===== src/rtl/multi_edge_detect.sv =====
// Multi-channel edge detector for asynchronous level inputs.
// Each channel runs raw input -> synchroniser -> debounce filter -> edge pulses,
// then qualifies the pulses by a per-channel mode into sticky pending/overrun flags.
// irq is the OR of all pending flags.
module multi_edge_detect #(
  parameter int CH          = 4,
  parameter int SYNC_STAGES = 2,
  parameter int DEBOUNCE    = 0
) (
  input  logic            clk,
  input  logic            rst,
  input  logic [CH-1:0]   in,
  input  logic [2*CH-1:0] mode,
  input  logic [CH-1:0]   clr,
  output logic [CH-1:0]   level_out,
  output logic [CH-1:0]   rise_out,
  output logic [CH-1:0]   fall_out,
  output logic [CH-1:0]   event_out,
  output logic [CH-1:0]   pending,
  output logic [CH-1:0]   overrun,
  output logic            irq
);

  // DEBOUNCE of 0 and 1 both mean "flip on the first differing sample".
  localparam int DB_MAX = (DEBOUNCE < 1) ? 1 : DEBOUNCE;
  localparam int CW_RAW = $clog2(DEBOUNCE + 1);
  localparam int CW     = (CW_RAW < 1) ? 1 : CW_RAW;
  // Counter value at which the next differing sample is the flipping one.
  localparam logic [CW-1:0] CNT_LAST = CW'(DB_MAX - 1);

  // Stage 0 takes the raw pins; stage SYNC_STAGES-1 is the synchronised value.
  logic [SYNC_STAGES-1:0][CH-1:0] sync_q;
  logic [CH-1:0]                  sync;

  assign sync = sync_q[SYNC_STAGES-1];

  // Synchroniser shift chain for all channels at once.
  always_ff @(posedge clk or posedge rst) begin
    if (rst) begin
      sync_q <= '0;
    end else begin
      sync_q <= {sync_q[SYNC_STAGES-2:0], in};
    end
  end

  for (genvar i = 0; i < CH; i++) begin : g_ch
    logic [CW-1:0] cnt_q;
    logic          lvl_q;
    logic          rise_q;
    logic          fall_q;

    // Debounce: count consecutive samples that disagree with the filtered
    // level; flip the level and emit the matching pulse on the last one.
    always_ff @(posedge clk or posedge rst) begin
      if (rst) begin
        cnt_q  <= '0;
        lvl_q  <= 1'b0;
        rise_q <= 1'b0;
        fall_q <= 1'b0;
      end else if (sync[i] != lvl_q) begin
        if (cnt_q == CNT_LAST) begin
          cnt_q  <= '0;
          lvl_q  <= sync[i];
          rise_q <= sync[i];
          fall_q <= ~sync[i];
        end else begin
          cnt_q  <= cnt_q + 1'b1;
          rise_q <= 1'b0;
          fall_q <= 1'b0;
        end
      end else begin
        cnt_q  <= '0;
        rise_q <= 1'b0;
        fall_q <= 1'b0;
      end
    end

    assign level_out[i] = lvl_q;
    assign rise_out[i]  = rise_q;
    assign fall_out[i]  = fall_q;
    // Mode bit 0 enables rising events, bit 1 enables falling events.
    assign event_out[i] = (rise_q & mode[2*i]) | (fall_q & mode[2*i+1]);
  end

  // Sticky flags: an event sets pending (beating a same-cycle clear); an event
  // landing on an already-pending channel sets overrun; clr drops both.
  always_ff @(posedge clk or posedge rst) begin
    if (rst) begin
      pending <= '0;
      overrun <= '0;
    end else begin
      pending <= event_out | (pending & ~clr);
      overrun <= (event_out & pending) | (overrun & ~clr);
    end
  end

  assign irq = |pending;

endmodule


===== config.mk =====
export PLATFORM = sky130hd
export DESIGN_NAME = multi_edge_detect
export DESIGN_NICKNAME = d
export VERILOG_FILES = /design/src/rtl/multi_edge_detect.sv
export SDC_FILE = /design/constraint.sdc
export NUM_CORES = 1
export LEC_CHECK = 0
export CAP_MARGIN = 20
export CORE_ASPECT_RATIO = 1.5
export CORE_MARGIN = 2
export CORE_UTILIZATION = 25
export CTS_CLUSTER_SIZE = 12
export DETAILED_ROUTE_END_ITERATION = 10
export GPL_TIMING_DRIVEN = 1
export PLACE_DENSITY_LB_ADDON = 0.08
export SYNTH_ARGS = -nofsm -noshare
export SYNTH_HDL_FRONTEND = slang
export SYNTH_SLANG_ARGS = --single-unit

===== constraint.sdc =====
create_clock -name clk -period 0.8 [get_ports clk]
set_input_delay 0.16 -clock clk [delete_from_list [all_inputs] [get_ports clk]]
set_output_delay 0.16 -clock clk [all_outputs]
set_load 0.005 [all_outputs]

# == Word level (Yosys, flattened, before mapping) ==
# Index checks and enable logic that the tools add are counted.
# Widths: inputs -> output; s select.
# totals
memories,0
mem_bits_rw,0
out_inout_bits,25
latch_bits,0
rom_bits,0
elab_cells,83
inputBits,18
reg_bits,32
# classes
eq_ne,4
addsub,4
multipliers,0
bitwise_logic,26
n_lt_le_gt_ge,0
muxes,24
n_reduce_logical,5
div_mod_pow,0
n_shift,0
# op_table
operator,n
$mux 1,24
$and 4x4->4,3
$and 1x1->1,8
$not 1->1,8
$or 4x4->4,2
$reduce_and 2->1,4
$add 1x1->1 const B,4
$ne 1x1->1,4
$not 4->4,1
$or 1x1->1,4
$reduce_or 4->1,1

# == Depth between registers and ports, before layout ==
# Gate-level depths: netlist (run 1).
# depth
depth_word,4
depth_mapped,4
ltp_nobuf,4

# == Least setup slack after synthesis (run 1) ==
# OpenSTA, ideal clock, no wires.
# synth_timing
path_kind,flip-flop to flip-flop
start,register g_ch[0].lvl_q
end,register g_ch[0].lvl_q
path_buffers,0
required_ns,0.674
period_less_slack_ns,0.903
setup_time_ns,0.126
slack_ns,-0.103
t_arrival_ns,0.777
path_stages_with_launch,4
cell_sequence,dfrtp_1 > ha_1 > nand2_1 > o21ai_0
# synth_via
elab_chain_cells,2
# synth_lines
item,line,text
"start, declared",48,logic lvl_q;
"start signal, assigned",63,lvl_q <= sync[i];
$ne 1x1->1,60,end else if (sync[i] != lvl_q) begin
$reduce_and 2->1 (no source line),n/a,
# No other way between the ends.
# A chain may end at the register's enable or synchronous reset.

# == Worst setup path after layout (run 1) ==
# layout_timing
start,register g_ch[2].rise_q
end,output event_out[2]
# layout_via
elab_chain_cells,2
# layout_lines
item,line,text
"start, declared",49,logic rise_q;
"start signal, assigned",64,rise_q <= sync[i];
$and 1x1->1,82,assign event_out[i] = (rise_q & mode[2*i]) | (fall_q & mode[2*i+1]);
$or 1x1->1,82,
"end, declared",18,"output logic [CH-1:0] event_out,"
# No other way between the ends.

==> results of run 1 <==
[layout make-up]
type	count	area [sq um]	area share (%)
Clock buffer	3	41.3	2.21
Inverter	21	88.8	4.76
Multi-Input combinational cell	29	375	20.1
Sequential cell	28	701	37.5
Tap cell	46	57.6	3.08
Timing Repair Buffer	72	603	32.3
[synthesized netlist by cell type]
cell type   n  share of area [%]
dfrtp_1    28                 63
o21ai_1     4                1.8
nand2_1     4                1.4
buf_4      12                8.1
a22oi_2     4                4.5
inv_1      21                7.1
nand4_1     1               0.57
o22ai_1     4                2.3
ha_1        8                9.1
o21ai_0     4                1.8
[state kept, by name, indices dropped and copies added, names as in the netlist]
signal       cells
g_ch.fall_q      4
g_ch.lvl_q       4
g_ch.rise_q      4
overrun          4
pending          4
sync             4
sync_q           4
[cell families (layout without fill, tap and decap cells)]
family | count (synthesis) | count (layout) | synth area share (%)
AO/OA/AOI/OAI | 16 | 16 | 10.4
adder cells (fa/ha/maj) | 8 | 8 | 9.05
buffers and inverters | 33 | 96 | 15.3
flip-flops | 28 | 28 | 63.3
AND/OR/NAND/NOR | 5 | 5 | 1.92
[worst min path at each step]
stage	from	endpoint	slack [ns]	cells after the start
after global placement	sync_q[0]	sync[0]	0.33	0
final	rst	g_ch[2].fall_q	0.21	3
after global routing	rst	g_ch[2].fall_q	0.22	3
after floorplan	in[0]	sync_q[0]	0.19	0
after CTS	rst	sync_q[1]	0.21	3
after detailed placement	sync_q[0]	sync[0]	0.33	0
[power breakdown]
group	leakage [nW]	switching (mW)	internal [mW]
registers	0.347	0.231	1.78
logic	0.549	1.04	1.65
clock network	0.0216	0.402	0.337
[critical path, cell delays in order, from the launching register on]
cell and delay, ns:
dfrtp_1 0.41, a22oi_2 0.20, inv_1 0.07, buf_2 0.13
[stage by stage]
step                setup slack, ns  power [mW]  setup TNS, ns
global route                 -0.485        5.92          -8.50
detailed placement           -0.655        3.92         -10.01
CTS                          -0.448        5.30          -7.59
global placement             -0.649        3.89          -9.88
finish                       -0.428        5.44          -6.74
floorplan                    -0.103        2.87         -0.412
[per-layer routing]
layer	GRT usage, %	share of wire, %	vias up	routed length [um]
met2	17.8	54	25	1240
met4	5.07	1.0	0	23
met1	11.2	39	399	892
met3	1.68	5.7	2	130
met5	0	0	-	0
li1	-	-	398	-
[timing repair]
action,CTS,global route
setup buffers,18,7
hold endpoints to repair,0,0
hold buffers,0,0
resized for setup,142,17
pin swaps,9,8
endpoints found under the setup margin,40,41
==> results.tsv, run 1 <==
stage	metric	value	unit
outcome	status	complete, but fails checks	
outcome	failing checks	setup timing	
grt	vias in the first global route	899	
setup_path	Crit Path Max Fanout	2	
timing	Worst Setup Slack, final	-0.428	ns
drt	Final ANT Viol Nets	0	
grt	grt ovf	0	
placement	RePlAce Congestion	0.683	
finish	Non-Filler Instances	199	
floorplanning	Ports	43	
timing	Worst-Margin Slew	0.185	ns
cts	CTS root buf	clkbuf_8	
drt	# DRC	0	
grt	Tot GR Track Use	10.0	%
timing	final setup skew	0.00167	ns
timing	final setup vio count	41	
drt	drt pass-1 iters	3	
setup_path	crit path DAT	1.07	ns
setup_path	crit path to	event_out[2]	
synthesis	syn_area_per_cell	12.3	sq um
cts	CTS clock-pin slew for the worst setup and hold paths	0.09	ns
cts	total CTS buffers	3	
setup_path	reg-to-reg endpoint	g_ch[0].lvl_q	
setup_path	FF-to-FF Start	g_ch[0].lvl_q	
placement	placed instance area	1610	sq um
setup_path	Critical Path RT	0.64	ns
drt	final wirelength	2290	um
finish	most common cell after layout, fill and taps aside	dfrtp_1	
timing	Final Critical Period	1.23	ns
setup_path	Startpoint Class	flop	
cts	Clock Tree Buf Depth	2	
floorplanning	Die X	58.3	um
drt	Vias	824	
floorplanning	site row count	29	
finish	Area growth, synth to finish	68.8	%
floorplanning	Initial Util	26.1	%
setup_path	critical path class	reg -> out	
placement	Post-DP HPWL	1420	um
synthesis	Syn Nets	116	
timing	Max Slew Vio Count	0	
finish	Final nets	181	
pwr	pwr/cell area	2920	nW/um^2
placement	Port Buf Inserts	42	
floorplanning	core box area	4250	sq um
finish	Inserted Diodes	0	
cts	CTS Sinks	28	
placement	placed cells	180	
grt	initial antenna violation count	0	
finish	Finished Cell Area	1870	sq um
grt	largest net degree at the start of global routing	29	
finish	Finished Core Util	44.0	%
grt	first-pass GRT wire length	3850	um
drt	DR iter-0 viols	4	
pwr	Leakage	0.918	nW
setup_path	CP startpoint	g_ch[2].rise_q	
synthesis	Synth Warn #	0	
synthesis	synthesized instance count	90	
cts	CTS tree	done	
finish	highest-count cells in the layout ignoring fill and taps	dfrtp_1, buf_2, clkdlybuf4s50_1, buf_4, buf_6	
timing	RSZ-0062 raised after global routing	yes	
cts	maximum level of the CTS H-tree	1	
timing	fmax	0.814	GHz
drt	vias per std cell	4.14	
timing	crit share post-route	154	%
synthesis	Seq cells post-synth	28	
synthesis	post-synthesis sequential area ratio	63.3	%
timing	Fin. Hold Viols	0	
setup_path	Critical Path End Type	output pin	
finish	share of cells above drive strength 1	58.8	%
hold_path	worst hold path class	in -> async	
timing	final hold slack	0.213	ns
finish	fillers	431	
floorplanning	die area	4980	sq um
pwr	worst vdd ir	1270	uV
synthesis	Distinct cells, synth	10	
floorplanning	die height	85.5	um
setup_path	cells on worst reg2reg path	4	
job	total of max-cap violations	0	
cts	latest clock arrival within the worst-skew pair	0.26	ns
synthesis	Post-Syn Area	1110	sq um
drt	mean routed wirelength per cell	11.5	um
timing	headroom to the max-slew limit	87.7	%
setup_path	worst reg2reg setup slack	-0.17	ns
No activity file was read; power rests on OpenSTA's default activity.
==> inputs of run 2 (changes only) <==
--- a/config.mk
+++ b/config.mk
@@ -9,7 +9,6 @@
 export CORE_ASPECT_RATIO = 1.5
 export CORE_MARGIN = 2
 export CORE_UTILIZATION = 25
-export CTS_CLUSTER_SIZE = 12
 export DETAILED_ROUTE_END_ITERATION = 10
 export GPL_TIMING_DRIVEN = 1
 export PLACE_DENSITY_LB_ADDON = 0.08
==> results of run 2 <==
Same layout as run 1: the final DEF is identical, and so are final timing and power.
